### src/rtl/sine_meter.sv
// Waveform meter for 9-bit offset-binary samples: rising midscale crossings with
// hysteresis give the period in samples, and each completed cycle reports its peaks.
module sine_meter #(
  parameter int HYST     = 8,
  parameter int PERIOD_W = 16
) (
  input  logic                clk,
  input  logic                rst,
  input  logic                sample_valid,
  input  logic [8:0]          sample,
  output logic [PERIOD_W-1:0] period,
  output logic [8:0]          vmax,
  output logic [8:0]          vmin,
  output logic [8:0]          vpp,
  output logic                meas_valid,
  output logic                locked
);

  typedef enum logic [1:0] {
    SEEK_LOW,
    SEEK_HIGH,
    MEAS_HIGH,
    MEAS_LOW
  } state_t;

  localparam logic [8:0] LOW_TH  = 9'(256 - HYST);
  localparam logic [8:0] HIGH_TH = 9'(256 + HYST);
  // Largest count that can still be reported as cnt+1 without wrapping.
  localparam logic [PERIOD_W-1:0] CNT_LIMIT = {{(PERIOD_W-1){1'b1}}, 1'b0};

  state_t state, next_state;

  logic [PERIOD_W-1:0] cnt;
  logic [8:0]          run_max;
  logic [8:0]          run_min;

  logic is_low;
  logic is_high;
  logic at_limit;
  logic crossing;
  logic complete;
  logic accumulate;
  logic timeout;

  always_ff @(posedge clk) begin
    if (rst) state <= SEEK_LOW;
    else     state <= next_state;
  end

  always_comb begin
    is_low     = (sample < LOW_TH);
    is_high    = (sample >= HIGH_TH);
    at_limit   = (cnt == CNT_LIMIT);
    next_state = state;
    if (sample_valid) begin
      case (state)
        SEEK_LOW:  if (is_low)  next_state = SEEK_HIGH;
        SEEK_HIGH: if (is_high) next_state = MEAS_HIGH;
        MEAS_HIGH: begin
          if (at_limit)    next_state = SEEK_LOW;
          else if (is_low) next_state = MEAS_LOW;
        end
        MEAS_LOW: begin
          if (is_high)       next_state = MEAS_HIGH;
          else if (at_limit) next_state = SEEK_LOW;
        end
        default: next_state = SEEK_LOW;
      endcase
    end
  end

  // The crossing sample opens the new cycle; every other accepted sample while
  // measuring is accumulated into the cycle in progress.
  always_comb begin
    crossing   = 1'b0;
    complete   = 1'b0;
    accumulate = 1'b0;
    timeout    = 1'b0;
    if (sample_valid) begin
      crossing   = is_high && ((state == SEEK_HIGH) || (state == MEAS_LOW));
      complete   = is_high && (state == MEAS_LOW);
      accumulate = (state == MEAS_HIGH) || ((state == MEAS_LOW) && !is_high);
      timeout    = accumulate && at_limit;
    end
  end

  always_ff @(posedge clk) begin
    if (rst) begin
      cnt        <= '0;
      run_max    <= 9'd0;
      run_min    <= 9'd511;
      period     <= '0;
      vmax       <= 9'd0;
      vmin       <= 9'd0;
      vpp        <= 9'd0;
      meas_valid <= 1'b0;
      locked     <= 1'b0;
    end else begin
      meas_valid <= complete;
      if (complete) begin
        period <= cnt + 1'b1;
        vmax   <= run_max;
        vmin   <= run_min;
        vpp    <= run_max - run_min;
      end
      if (crossing) begin
        cnt     <= '0;
        run_max <= sample;
        run_min <= sample;
        locked  <= 1'b1;
      end else if (timeout) begin
        cnt    <= '0;
        locked <= 1'b0;
      end else if (accumulate) begin
        cnt <= cnt + 1'b1;
        if (sample > run_max) run_max <= sample;
        if (sample < run_min) run_min <= sample;
      end
    end
  end

endmodule

### config.mk
export PLATFORM = sky130hd
export DESIGN_NAME = sine_meter
export DESIGN_NICKNAME = d
export VERILOG_FILES = /design/src/rtl/sine_meter.sv
export SDC_FILE = /design/constraint.sdc
export NUM_CORES = 1
export LEC_CHECK = 0
export CAP_MARGIN = 0
export CORE_AREA = 4 4 114 116
export CTS_BUF_LIST = sky130_fd_sc_hd__clkbuf_8
export CTS_CLUSTER_DIAMETER = 200
export DETAILED_ROUTE_END_ITERATION = 8
export DIE_AREA = 0 0 118 120
export GPL_TIMING_DRIVEN = 0
export SYNTH_ARGS = -nofsm -noshare
export SYNTH_HDL_FRONTEND = slang
export SYNTH_SLANG_ARGS = --single-unit
### constraint.sdc
create_clock -name clk -period 4.5 [get_ports clk]
set_input_delay 0.9 -clock clk [delete_from_list [all_inputs] [get_ports clk]]
set_output_delay 0.9 -clock clk [all_outputs]
set_load 0.005 [all_outputs]
After elaboration in Yosys (flattened, before gate mapping) --
Index checks and enable logic that the tools add are counted.
Storage, ports and cells: flip-flop bits (word level) 81, bits in latches 0, memory bits (writable) 0, ROM bits 0, bits of input ports 12, output and inout bits 45, word-level logic and storage cells 62, memories 0
Operators by class: add/subtract/negate cells 2, multiply operators 0, divide/modulo/power cells 0, $lt $le $gt $ge 4, eq/ne operators 9, shifts and indexed selects 0, multiplexer cells 21, bitwise gates (word level) 0, reduce and logical (&&, ||, !) cells 16
Operators with widths (number):
- 2-to-1 mux 9 bit | 8
- adder 16 x 1 -> 16 bit, second input constant | 1
- == test 16 bit, second input constant | 1
- 2-to-1 mux 2 bit | 6
- >= comparator 9 bit, second input constant | 1
- greater-than comparator 9 bit | 1
- less-than comparator 9 x 8 -> 1 bit, second input constant | 1
- less-than comparator 9 bit | 1
- subtractor 9 bit | 1
- one-hot mux 2 bit (4 select lines) | 1
- nonzero test 2 bit | 4
- 2-to-1 mux 1 bit | 6
- != test 2 bit, second input constant | 3
- != test 3 bit, second input constant | 2
- AND reduction 3 bit | 2
- AND reduction 5 bit | 1
- == test 2 bit, second input constant | 2
- logical AND 1 bit | 4
- OR reduction 3 bit | 1
- == test 2 x 1 -> 1 bit, second input constant | 1
- zero test 2 bit | 1
- logical OR 1 bit | 2
- zero test 1 bit | 1

Depth between registers and ports, before layout --
depth in word-level cells 8, depth in mapped cells 9, depth with buffers taken out 9

Least setup slack after synthesis --
OpenSTA, ideal clock, no wires.
path type in2reg, start in sample[2], end reg run_max[0], data arrival time 2541 ps, data required time 4383 ps, path slack 1842 ps, cell stages on the path 7, path buffers 0, cell sequence ha_1 a21o_1 a21o_1 a211o_1 a221oi_4 o41ai_4 a22o_1
On the way: word-level cells in the longest chain between the ends 8, elaborated cells between the ends (all ways) 15, those cells by class order compare (2); eq/ne (1); mux (4); reduce/logical (8)
RTL lines:
- from (decl) | line 10 | input logic [8:0] sample,
- >= comparator 9 bit | line 52 | is_high = (sample >= HIGH_TH);
- zero test 1 bit | line 82 | accumulate = (state == MEAS_HIGH) || ((state == MEAS_LOW) && !is_high);
- logical AND 1 bit | line 82
- logical OR 1 bit | line 82
- logical AND 1 bit | line 83 | timeout = accumulate && at_limit;
- 2-to-1 mux 1 bit | line 79 | if (sample_valid) begin
- != test 2 bit (no source line)
- AND reduction 3 bit (no source line)
- to (signal assigned) | line 108 | run_max <= sample;
- to (signal assigned) | line 116 | if (sample > run_max) run_max <= sample;
- to (decl) | line 34 | logic [8:0] run_max;
Several ways; a longest one is shown, not always the timed one. A chain may end at the register's enable or synchronous reset.

Worst setup path after layout --
start in sample[7], end reg run_min[7]
On the way: word-level cells in the longest chain between the ends 8, elaborated cells between the ends (all ways) 18, those cells by class order compare (2); eq/ne (1); mux (7); reduce/logical (8)
RTL lines:
- >= comparator 9 bit | line 52
- zero test 1 bit | line 82
- logical AND 1 bit | line 82
- logical OR 1 bit | line 82
- logical AND 1 bit | line 83
- 2-to-1 mux 1 bit | line 79
- != test 2 bit (no source line)
- AND reduction 3 bit (no source line)
- to (signal assigned) | line 109 | run_min <= sample;
- to (signal assigned) | line 117 | if (sample < run_min) run_min <= sample;
- to (decl) | line 35 | logic [8:0] run_min;
Several ways; a longest one is shown, not always the timed one. The select of a mux whose other input is x is not followed.

==> impl.org <==
** Run status
- Result of the run :: finished clean

** Worst setup path
- Data on the critical path arrives at its endpoint at 3.24 ns.
- Broken down by cell family, the worst path's largest delay share belongs to compound AO/OA/AOI/OAI gates.
- STA classifies the critical path endpoint as a flip-flop.
- Data required, critical path :: 4.72 ns
- The critical path goes through clkdlybuf4s50_1 -> ha_1 -> and3_1 -> a221oi_1 -> o21ai_0 -> a211oi_2 -> a21oi_4 -> mux2i_1.
- Kind of start point of the critical path :: primary input
- Number of buffer and inverter instances along the worst setup path :: 1
- By startpoint and endpoint, the worst setup path is classified as in -> reg.
- CP Max Fanout :: 8
- The largest single stage delay on the critical path is 0.70 ns.
- Critical Path Slowest Stage Cell :: clkdlybuf4s50_1

** GRT
- Number of global-route vias before repair :: 3646
- Maximum number of pins on one net before global-route repair :: 14
- Number of antenna violations at the first check in global routing :: 0
- Final global-route overflow total :: 0
- Global-route wire length before repair :: 17480 um
- Tot GR Track Use :: 15.16%

** Clocking
- For this design, the CTS-stage hold fixing added 0 buffers.
- CTS tree :: done
- Sink count of the clock tree :: 81
- For the worst-skew pair, the clock arrives at the later sink with an insertion delay of 0.36 ns.
- Resized cells post-CTS :: 0
- CTS Root Cell :: clkbuf_8
- The clock tree synthesis step divided the H-tree into 3 levels.
- Counting the buffers created by CTS gives 9.
- The clock passes through at most 2 buffers.
- After clock tree synthesis, the clock-pin slew on the worst setup and hold paths is 0.08 ns.
- Number of setup buffers added after CTS :: 0

** Power and ir drop
- Leakage :: 1.984 nW
- The clock network accounts for 41.3% of the total power.
- Cell internal power was estimated by the tool at 1.093 mW.
- Flop pwr share :: 51.1%
- Net switching fraction of the power :: 23.58%
- VDD IR max :: 140.9 uV
- Portion of total power attributed to combinational logic :: 7.6%
- For this design the total switching power over the nets is 337.2 uW.
- P per Cell Area :: 284.4 mW/mm^2

** Floorplanning
- The die covers 0.01416 mm^2.
- Initial cell density of the core :: 34.30%
- Width of the die :: 118 um
- The die is 120 um tall.
- Core Footprint :: 0.01191 mm^2
- IO Pins :: 57
- Row generation in the floorplan step produced 40 rows.

** Routing
- Dividing the detail-routed via count by the number of cells gives 5.004.
- Drt initial violations :: 182
- Count of vias placed by the detailed router :: 3423
- In the final routed layout, each cell accounts on average for 15.04 um.
- Post-detailed-route DRC marker count :: 0
- Total wire length after detailed routing :: 10290 um
- Before antenna repair, the detailed router went through 4 iterations.
- ANT nets after route :: 0

** STA
- Tcrit/Tclk final :: 67.02%
- For the final database, setup skew stands at 0.009681 ns.
- Max-slew violation total from the final report :: 0
- Worst hold slack across all endpoints :: 0.4558 ns
- Measured against its own limit, the worst slew margin works out to 54.93%.
- Slew of the pin with the lowest slew margin :: 0.6737 ns
- Across all setup checks in the final design, the least slack found is 1.484 ns.
- Setup repair after global routing left no endpoint under its margin.
- Derived from the worst setup path, the maximum achievable clock frequency is 0.3316 GHz.
- Setup violations remaining at the end of the flow were counted as 0.
- Final total negative setup slack :: 0 ns
- Final worst path period need :: 3.016 ns
- Endpoints failing hold :: 0

** Logic synthesis
- When the netlist entered floorplanning its net count stood at 507.
- Number of standard cells after synthesis :: 467
- Number of enable flip-flop cells after synthesis :: 0
- A synthesized cell averages 8.748 um^2.
- For this run, asynchronously set or reset flops after synthesis account for 0%.
- The synthesized design devotes to its leading area cell type 39.69% of total area.
- The synthesized netlist contains 52 unique library cells.
- Count of state elements after synthesis :: 81
- The biggest area contributor in the post-synthesis netlist is dfxtp_1.
- Ranked by total cell area, the synthesized netlist is headed by dfxtp_1 40%, ha_1 8.3%, nand2_1 5.9%, nor2_1 5.3%, xor2_1 4.3%.
- For this run, the register share of the synthesized area comes to 39.69%.
- The mapped netlist covers 0.004085 mm^2.
- The most used flip-flop cell after synthesis is dfxtp_1.
- The Yosys step of the flow raised 0 warnings.

** Finish
- The final layout contains 572 nets.
- From synthesis to final layout, the design area changed by 23.12%.
- The number of antenna diodes in the final layout is 0.
- Final cell utilization of the core :: 42.23%
- Of the cells placed in the final design, the portion with a size suffix greater than 1 is 8.380%.
- Filler cell count in the final layout :: 1255

** Placed design
- At the end of routability-driven placement, the weighted congestion stood at 0.8826.
- Place WS :: 1.136 ns
- Final HPWL from detailed placement :: 7829 um
- Buffers added on ports :: 54

** Flow run
- Number of maximum-capacitance constraint violations :: 0

** Min path
- In this run the worst hold path is classified as reg -> reg.
-- worst register-to-register path, cell delays in order, from the launching register on --
cell,delay (ns)
dfxtp_1,0.40
inv_1,0.06
ha_1,0.29
a21o_1,0.16
a21o_1,0.17
a211o_1,0.33
a221oi_4,0.35
o41ai_4,0.20
a22o_1,0.29
-- cells by family after synthesis --
kind of cell | synth area share, %
multiplexers | 2.205
flip-flops | 39.69
adder cells (fa/ha/maj) | 8.759
XOR/XNOR | 7.075
AND/OR/NAND/NOR | 20.55
AO/OA/AOI/OAI | 16.82
buffers and inverters | 4.900
-- cell type report --
type | instances | area, um^2 | area share [%]
multi-input combinational | 338 | 2263 | 45.00
sequential | 81 | 1622 | 32.24
timing repair buffer | 54 | 540.5 | 10.75
tap | 147 | 183.9 | 3.657
clock buffer | 10 | 137.6 | 2.736
buffer | 25 | 113.9 | 2.264
inverter | 23 | 86.33 | 1.716
clock inverter | 6 | 82.58 | 1.642
-- Yosys cell counts (2+ instances only) --
cell type / number
a211oi_1: 18
a21o_1: 8
a21oi_1: 28
a22o_1: 10
a31o_2: 2
a31oi_1: 2
and2_1: 3
and3_1: 4
and4_1: 3
buf_2: 10
clkbuf_1: 13
dfxtp_1: 81
ha_1: 27
inv_1: 23
mux2i_1: 9
nand2_1: 64
nand3_1: 14
nand4_1: 7
nand4_2: 2
nor2_1: 58
nor2b_1: 4
nor3_1: 4
nor3_2: 2
o21ai_0: 9
o41ai_1: 2
or3_1: 3
xnor2_1: 13
xor2_1: 20
-- power groups by stage --
stage	clock, mW	combinational, mW	sequential, mW
floorplan	0	0.0693	0.746
global placement	0	0.106	0.748
detailed placement	0	0.108	0.748
CTS	0.608	0.108	0.731
global route	0.636	0.120	0.733
finish	0.590	0.108	0.732
-- registers in the layout, indices dropped and copies added (netlist names) --
signal and cells:
cnt 16, period 16, run_max 9, run_min 9, vmax 9, vmin 9, vpp 9, state 2
locked 1, meas_valid 1
-- final timing paths --
| check | end | cells after the start | slack, ns | start |
|---|---|---|---|---|
| worst min-delay path | vpp[2] | 2 | 0.46 | vpp[2] |
| worst max register to register | run_max[8] | 8 | 2.15 | run_max[2] |
| worst max-delay path | run_min[7] | 8 | 1.48 | sample[7] |
| worst min register to register | vpp[2] | 2 | 0.46 | vpp[2] |
-- layer usage --
layer / GRT usage (%) / vias up / share of wire, % / routed length [um]
met5: 0 / - / 0 / 0
met4: 4.835 / 0 / 1.7 / 178
li1: - / 1741 / - / -
met3: 4.241 / 17 / 4.5 / 461
met1: 17.63 / 1593 / 45 / 4599
met2: 26.99 / 72 / 49 / 5049
-- stage by stage --
stage                     instance area [um^2]  std cells  power [mW]
final                                     5030        684       1.430
after CTS                                 5030        684       1.448
after global routing                      5030        684       1.489
after floorplan                           4085        467      0.8156
after global placement                    4810        668      0.8536
after detailed placement                  4810        668      0.8561
-- cell usage in the layout, fill, tap and decap left out, types with 2 or more instances in the layout --
cell,count
a211oi_1,18
a21o_1,8
a21oi_1,28
a22o_1,10
a31o_2,2
a31oi_1,2
and2_1,3
and3_1,4
and4_1,3
buf_2,10
bufinv_16,2
clkbuf_1,13
clkbuf_8,10
clkdlybuf4s50_1,54
clkinv_2,2
dfxtp_1,81
ha_1,27
inv_1,24
mux2i_1,9
nand2_1,64
nand3_1,14
nand4_1,7
nand4_2,2
nor2_1,58
nor2b_1,4
nor3_1,4
nor3_2,2
o21ai_0,9
o41ai_1,2
or3_1,3
xnor2_1,13
xor2_1,20
Note: power is estimated with default switching activity, not from simulation.
